**src/rtl/ram_wait_ctrl.sv**
```systemverilog
// Single-port synchronous RAM with a memio/rw request, programmable wait states and a one-cycle ready pulse.
// Define RAM_CLEAR_EN to build the power-up sweep that fills the array with CLEAR_VALUE after reset.
module ram_wait_ctrl #(
    parameter int DATA_WIDTH = 8,
    parameter int ADDR_WIDTH = 8,
    parameter int WAIT_STATES = 1,
    parameter logic [DATA_WIDTH-1:0] CLEAR_VALUE = '0
) (
    input  logic                  clk,
    input  logic                  rst_n,
    input  logic                  memio,
    input  logic                  rw,
    input  logic [ADDR_WIDTH-1:0] addr,
    input  logic [DATA_WIDTH-1:0] wdata,
    output logic [DATA_WIDTH-1:0] rdata,
    output logic                  ready,
    output logic                  busy
);

    localparam int DEPTH = 2 ** ADDR_WIDTH;
    localparam logic [3:0] WS_INIT = 4'(WAIT_STATES);
    localparam bit NO_WAIT = (WAIT_STATES == 0);

    if (WAIT_STATES < 0 || WAIT_STATES > 15) begin : g_bad_ws
        $error("ram_wait_ctrl: WAIT_STATES=%0d outside 0..15", WAIT_STATES);
    end

`ifdef RAM_CLEAR_EN
    typedef enum logic [1:0] {ST_IDLE, ST_WAIT, ST_ACK, ST_CLEAR} state_t;
    localparam state_t RESET_STATE = ST_CLEAR;
    localparam logic   RESET_BUSY  = 1'b1;
    logic [ADDR_WIDTH-1:0] ptr_reg;
`else
    typedef enum logic [1:0] {ST_IDLE, ST_WAIT, ST_ACK} state_t;
    localparam state_t RESET_STATE = ST_IDLE;
    localparam logic   RESET_BUSY  = 1'b0;
`endif

    state_t                state_reg;
    logic [3:0]            cnt_reg;
    logic                  rw_reg;
    logic [ADDR_WIDTH-1:0] addr_reg;
    logic [DATA_WIDTH-1:0] wdata_reg;
    logic [DATA_WIDTH-1:0] rdata_reg;
    logic                  ready_reg;
    logic                  busy_reg;

    logic [DATA_WIDTH-1:0] mem [DEPTH];

    logic                  mem_we;
    logic [ADDR_WIDTH-1:0] mem_waddr;
    logic [DATA_WIDTH-1:0] mem_wdata;
    logic                  rd_en;
    logic [ADDR_WIDTH-1:0] rd_addr;

    // The array access happens on the edge that enters ACK; with no wait states that is
    // the sampling edge itself, so the live inputs are used instead of the latched copy.
    always_comb begin
        mem_we    = 1'b0;
        mem_waddr = addr_reg;
        mem_wdata = wdata_reg;
        rd_en     = 1'b0;
        rd_addr   = addr_reg;
        case (state_reg)
            ST_IDLE: begin
                if (memio && NO_WAIT) begin
                    mem_we    = !rw;
                    mem_waddr = addr;
                    mem_wdata = wdata;
                    rd_en     = rw;
                    rd_addr   = addr;
                end
            end
            ST_WAIT: begin
                if (cnt_reg == 4'd1) begin
                    mem_we = !rw_reg;
                    rd_en  = rw_reg;
                end
            end
`ifdef RAM_CLEAR_EN
            ST_CLEAR: begin
                mem_we    = 1'b1;
                mem_waddr = ptr_reg;
                mem_wdata = CLEAR_VALUE;
            end
`endif
            default: ;
        endcase
        // A write must never land while reset is held, or an aborted request would leak through.
        mem_we = mem_we & rst_n;
    end

    always_ff @(posedge clk) begin
        if (mem_we) begin
            mem[mem_waddr] <= mem_wdata;
        end
    end

    always_ff @(posedge clk or negedge rst_n) begin
        if (!rst_n) begin
            state_reg <= RESET_STATE;
            cnt_reg   <= 4'd0;
            rw_reg    <= 1'b0;
            addr_reg  <= '0;
            wdata_reg <= '0;
            rdata_reg <= '0;
            ready_reg <= 1'b0;
            busy_reg  <= RESET_BUSY;
`ifdef RAM_CLEAR_EN
            ptr_reg   <= '0;
`endif
        end else begin
            ready_reg <= 1'b0;
            if (rd_en) begin
                rdata_reg <= mem[rd_addr];
            end
            case (state_reg)
                ST_IDLE: begin
                    if (memio) begin
                        rw_reg    <= rw;
                        addr_reg  <= addr;
                        wdata_reg <= wdata;
                        busy_reg  <= 1'b1;
                        if (NO_WAIT) begin
                            state_reg <= ST_ACK;
                            ready_reg <= 1'b1;
                        end else begin
                            state_reg <= ST_WAIT;
                            cnt_reg   <= WS_INIT;
                        end
                    end
                end
                ST_WAIT: begin
                    cnt_reg <= cnt_reg - 4'd1;
                    if (cnt_reg == 4'd1) begin
                        state_reg <= ST_ACK;
                        ready_reg <= 1'b1;
                    end
                end
                ST_ACK: begin
                    state_reg <= ST_IDLE;
                    busy_reg  <= 1'b0;
                end
`ifdef RAM_CLEAR_EN
                ST_CLEAR: begin
                    ptr_reg <= ptr_reg + ADDR_WIDTH'(1);
                    if (ptr_reg == '1) begin
                        state_reg <= ST_IDLE;
                        busy_reg  <= 1'b0;
                    end
                end
`endif
                default: begin
                    state_reg <= ST_IDLE;
                    busy_reg  <= 1'b0;
                end
            endcase
        end
    end

    assign rdata = rdata_reg;
    assign ready = ready_reg;
    assign busy  = busy_reg;

endmodule

```
**config.mk**
```make
export PLATFORM = sky130hd
export DESIGN_NAME = ram_wait_ctrl
export DESIGN_NICKNAME = d
export VERILOG_FILES = /design/src/rtl/ram_wait_ctrl.sv
export SDC_FILE = /design/constraint.sdc
export NUM_CORES = 2
export LEC_CHECK = 0
export ABC_AREA = 1
export BUFFER_PORTS_ARGS = -buffer_cell sky130_fd_sc_hd__buf_2
export CORE_ASPECT_RATIO = 1.2
export CORE_MARGIN = 4
export CORE_UTILIZATION = 31
export CTS_CLUSTER_SIZE = 16
export DETAILED_ROUTE_END_ITERATION = 8
export PLACE_DENSITY = 0.56
export SETUP_SLACK_MARGIN = 0.5
export SYNTH_ARGS = -nofsm -noshare
export SYNTH_HDL_FRONTEND = slang
export SYNTH_SLANG_ARGS = --single-unit
export TNS_END_PERCENT = 20
```
**constraint.sdc**
```tcl
create_clock -name clk -period 3.8 [get_ports clk]
set_input_delay 0.38 -clock clk [delete_from_list [all_inputs] [get_ports clk]]
set_output_delay 0.38 -clock clk [all_outputs]
set_load 0.005 [all_outputs]
```
* Word level (Yosys, flattened, before mapping)
Memories as Yosys holds them, arrays and structs flattened. A register that Yosys moved wholly into a read port is not among the register bits. Cells that the tools add are included.
Storage, ports and cells: bits in registers 25, bits in writable memories 2048, input bits 20, output and inout bits 10, word-level logic and storage cells 38, memories 1
Memory list:
- mem | words 256, bits a word 8, read ports 1, clocked after Yosys merged registers in 1, write ports 1, RTL line 48 | logic [DATA_WIDTH-1:0] mem [DEPTH];
Cells by class: $add $sub $neg 1, equal/unequal tests 4, muxes and demuxes 15, bitwise logic cells 2, reduce and logical (&&, ||, !) cells 8
Operators by type and width (count):
- $mux 1 | 9
- $pmux 4 s2 | 1
- $reduce_and 2->1 | 4
- $eq 4x1->1 const B | 1
- $mux 2 | 2
- $mux 4 | 1
- $ne 2x2->1 const B | 2
- $pmux 2 s2 | 1
- $sub 4x1->4 const B | 1
- $eq 2x1->1 const B | 1
- $logic_not 1->1 | 2
- $logic_not 2->1 | 1
- $pmux 1 s2 | 1
- $reduce_bool 2->1 | 1
- $and 1x1->1 | 1
- $not 1->1 | 1

* Logic depth before layout (Yosys ltp)
depth in word-level cells 6, depth in mapped cells 19, depth with buffers taken out 15

* Worst setup path before layout
OpenSTA, ideal clock, no wires.
kind reg2reg, start point register wdata_reg[0] (netlist: mem_wdata[0]), end point memory mem[0][0], data pin, setup time 804 ps, arrival time 3183 ps, data required time 2996 ps, path slack -187 ps, stages on the path, launching flop included 1, buffers on the path 0, clock period less this slack 3987 ps, cells stage by stage dfrtp_1
RTL lines:
- start: declaration | RTL line 43 | logic [DATA_WIDTH-1:0] wdata_reg;
- start signal: assignment | RTL line 122 | wdata_reg <= wdata;
- end: declaration | RTL line 48
No word-level cell before the write port.

==> flow_metrics.tcl <==
set metrics [dict create \
    maxCapViolations 0 \
    top_register "mem" \
    cts_root_buffer "clkbuf_16" \
    dieWidth_um 485.9 \
    netlist_area_mm2 0.08494 \
    synth-edff-count 2048 \
    cp-start-kind "register" \
    drv_slew 0 \
    routed-via-count 56520 \
    synth_seq_cells 2081 \
    grt_pass1_vias 56080 \
    htree_num_levels 4 \
    detail-route-antenna-nets 0 \
    setup_viol 0 \
    end_kind "register" \
    post-place-ws_ns 0.2055 \
    dpl-instance-area_mm2 0.09053 \
    drc 0 \
    avgViaCountPerCell 4.871 \
    synth_cell_type_count 25 \
    yosys_warnings 0 \
    grt_pass1_wl_um 368700 \
    synth-main-ff-cell "edfxtp_1" \
    place_congestion 0.8567 \
    clk-insertion-delay-late_ns 0.88 \
    relSlewSlack_pct 23.21 \
    skew_ns 0.07879 \
    synthTopCellsByArea "edfxtp_1 (72%), nand2_1 (18%), nor2_1 (2.7%)" \
    cts.clk_slew.worst_paths_ns 0.07 \
    period_share_pct 87.59 \
    fin_crit_ns 3.328 \
    hold_violations 0 \
    powerDensity_mw_per_mm2 767.2 \
    wl_per_cell_um 21.40 \
    die_h_um 581.4 \
    hold_depth 3 \
    num_rows 210 \
    finalPower_mw 74.59 \
    register_area_mm2 0.06236 \
    clock_sinks 2081 \
    core_area_mm2 0.2727 \
    critPathMaxFanout 49 \
    holdCritPathClass "in2reg" \
    final_cell_area_mm2 0.09722 \
    holdCritStartpoint "addr[0]" \
    track_usage_pct 17.14 \
    ios 30 \
    portBuffers 29 \
    synth_top_area_share_pct 72.40 \
    p_leak_nw 36.47 \
    timing.final.ws_setup_ns 0.4716 \
    status "finished, final reports clean" \
    synth_top_area_cell "edfxtp_1" \
    r2r-start "addr_reg[0]$_DFFE_PN0P_" \
    fmax_mhz 300.4 \
    cp.required_ns 4.55 \
    syn_avg_cell_area_um2 10.94 \
    reg2reg_depth 16 \
    nFillCells 26790 \
    area_growth_pct 14.46 \
    syn-num-nets 7788 \
    path_class "reg2reg" \
    largest_reg_flops 2048 \
    ys_seq_area_share_pct 73.37 \
    dpl.hpwl_um 149800 \
    hold-path-endpoint "addr_reg[0]$_DFFE_PN0P_" \
    layout_common_cells "nand2_1 (4005), edfxtp_1 (2048), nor2_1 (582)" \
    first_pass_iters 6 \
    regToRegEndpoint "rdata[6]$_DFFE_PN0P_" \
    gr-total-overflow 0 \
    start_util_pct 31.14 \
    fin_setup_tns_ns 0 \
    syn_inst 7766 \
    dieArea_mm2 0.2825 \
    cts_made_buffers 204 \
    worst_pin_slew_ns 1.148 \
    drt_iter0_markers 5214 \
    ir_worst_vdd_uv 747.8 \
    async_flop_share_pct 1.586 \
    nNetsFinal 7862 \
    r2r_slack_ns 0.47 \
    clockBufferDepth 4 \
    grt_max_degree 113 \
    arrival_ns 4.08 \
    rsz0062_at_grt "yes" \
    cts_tree "built" \
    multi_input_area_mm2 0.02077 \
    routed_wl_um 248300 \
    antenna_found_initial 3 \
    drive_gt1_share_pct 7.589 \
    final_common_cell "nand2_1" \
]
==> synthesized netlist by cell type (all sizes together) (5+ instances only) <==
cell type,n
edfxtp,2048
nor3,5
nor2,604
nand4,131
clkbuf,165
buf,259
a21oi,57
nand3,340
o21ai,71
inv,23
nand2,4021
dfrtp,33
==> per-stage QoR <==
| stage | hold WS [ns] | utilization [%] | instances |
|---|---|---|---|
| final | 0.03746 | 35.65 | 11600 |
| after global routing | 0.06993 | 35.65 | 11600 |
| after CTS | 0.03939 | 35.61 | 11600 |
| after detailed placement | 0.4662 | 33.19 | 11210 |
| after global placement | 0.4636 | 33.19 | 11210 |
| after floorplan | 0.08441 | - | 7766 |
==> critical path, stage by stage, from the launching register on <==
cell and delay [ns]:
dfrtp_4 0.58, clkinv_16 0.18, buf_4 0.35, nand2_1 0.13
nand2_1 0.09, nand2_1 0.07, nand2_1 0.05, nand2_1 0.12
nand2_1 0.08, nor2_1 0.21, nor2_1 0.15, nor2_1 0.41
nand2_1 0.18, nand2_1 0.12, nand3_2 0.19, nor2_1 0.17
nor2_1 0.05
==> power breakdown <==
part           switching (mW)  total (mW)  leakage, nW  internal, mW
Clock                    8.63        19.5         3.07          10.9
Combinational            19.2        25.5         14.4          6.30
Sequential               1.14        29.6         19.0          28.5
==> repair_timing <==
| item | in CTS | in global routing |
|---|---|---|
| pin swaps | 0 | 2 |
| endpoints found under the setup margin | 21 | 258 |
| hold buffers | 25 | 0 |
| setup buffers | 1 | 7 |
| hold endpoints to repair | 50 | 0 |
| resized for setup | 6 | 16 |
==> area by class of cell <==
cell class / instances / area share (%)
Inverter: 25 / 0.1338
Multi-Input combinational cell: 5236 / 21.36
Tap cell: 3604 / 4.638
Sequential cell: 2081 / 64.14
Timing Repair Buffer: 292 / 3.231
Antenna cell: 2 / 0.005148
Clock buffer: 261 / 5.594
Clock inverter: 103 / 0.8931
==> worst max path at each step <==
stage	startpoint	end	slack [ns]	cells after the start
after detailed placement	addr_reg[0]$_DFFE_PN0P_	rdata[4]$_DFFE_PN0P_	0.21	17
after CTS	addr_reg[3]$_DFFE_PN0P_	rdata[0]$_DFFE_PN0P_	0.46	14
final	addr_reg[0]$_DFFE_PN0P_	rdata[6]$_DFFE_PN0P_	0.47	16
after global placement	addr_reg[0]$_DFFE_PN0P_	rdata[4]$_DFFE_PN0P_	0.21	17
after global routing	cnt_reg[1]$_DFFE_PN0P_	mem[122][7]$_DFFE_PP_	0.42	9
after floorplan	mem_wdata[0]$_DFFE_PN0P_	mem[0][0]$_DFFE_PP_	1.39	0
==> kinds of logic after synthesis <==
family	count (synthesis)	synth area share, %
DFF	2081	73.37
and+or+nand+nor	5101	23.46
xor gates and xnor gates	1	0.01031
adders and majority gates	2	0.02946
buffers and inverters	449	2.341
AOI/OAI and AO/OA	132	0.7851
==> metal layers <==
| metal | GRT usage [%] | part of all wire [%] | vias up |
|---|---|---|---|
| li1 | - | - | 26110 |
| met1 | 22.07 | 41 | 27950 |
| met2 | 29.24 | 49 | 1991 |
| met3 | 2.339 | 6.3 | 462 |
| met4 | 6.750 | 4.1 | 4 |
| met5 | 0 | 0.0072 | - |
Note: power is estimated with default switching activity, not from simulation.
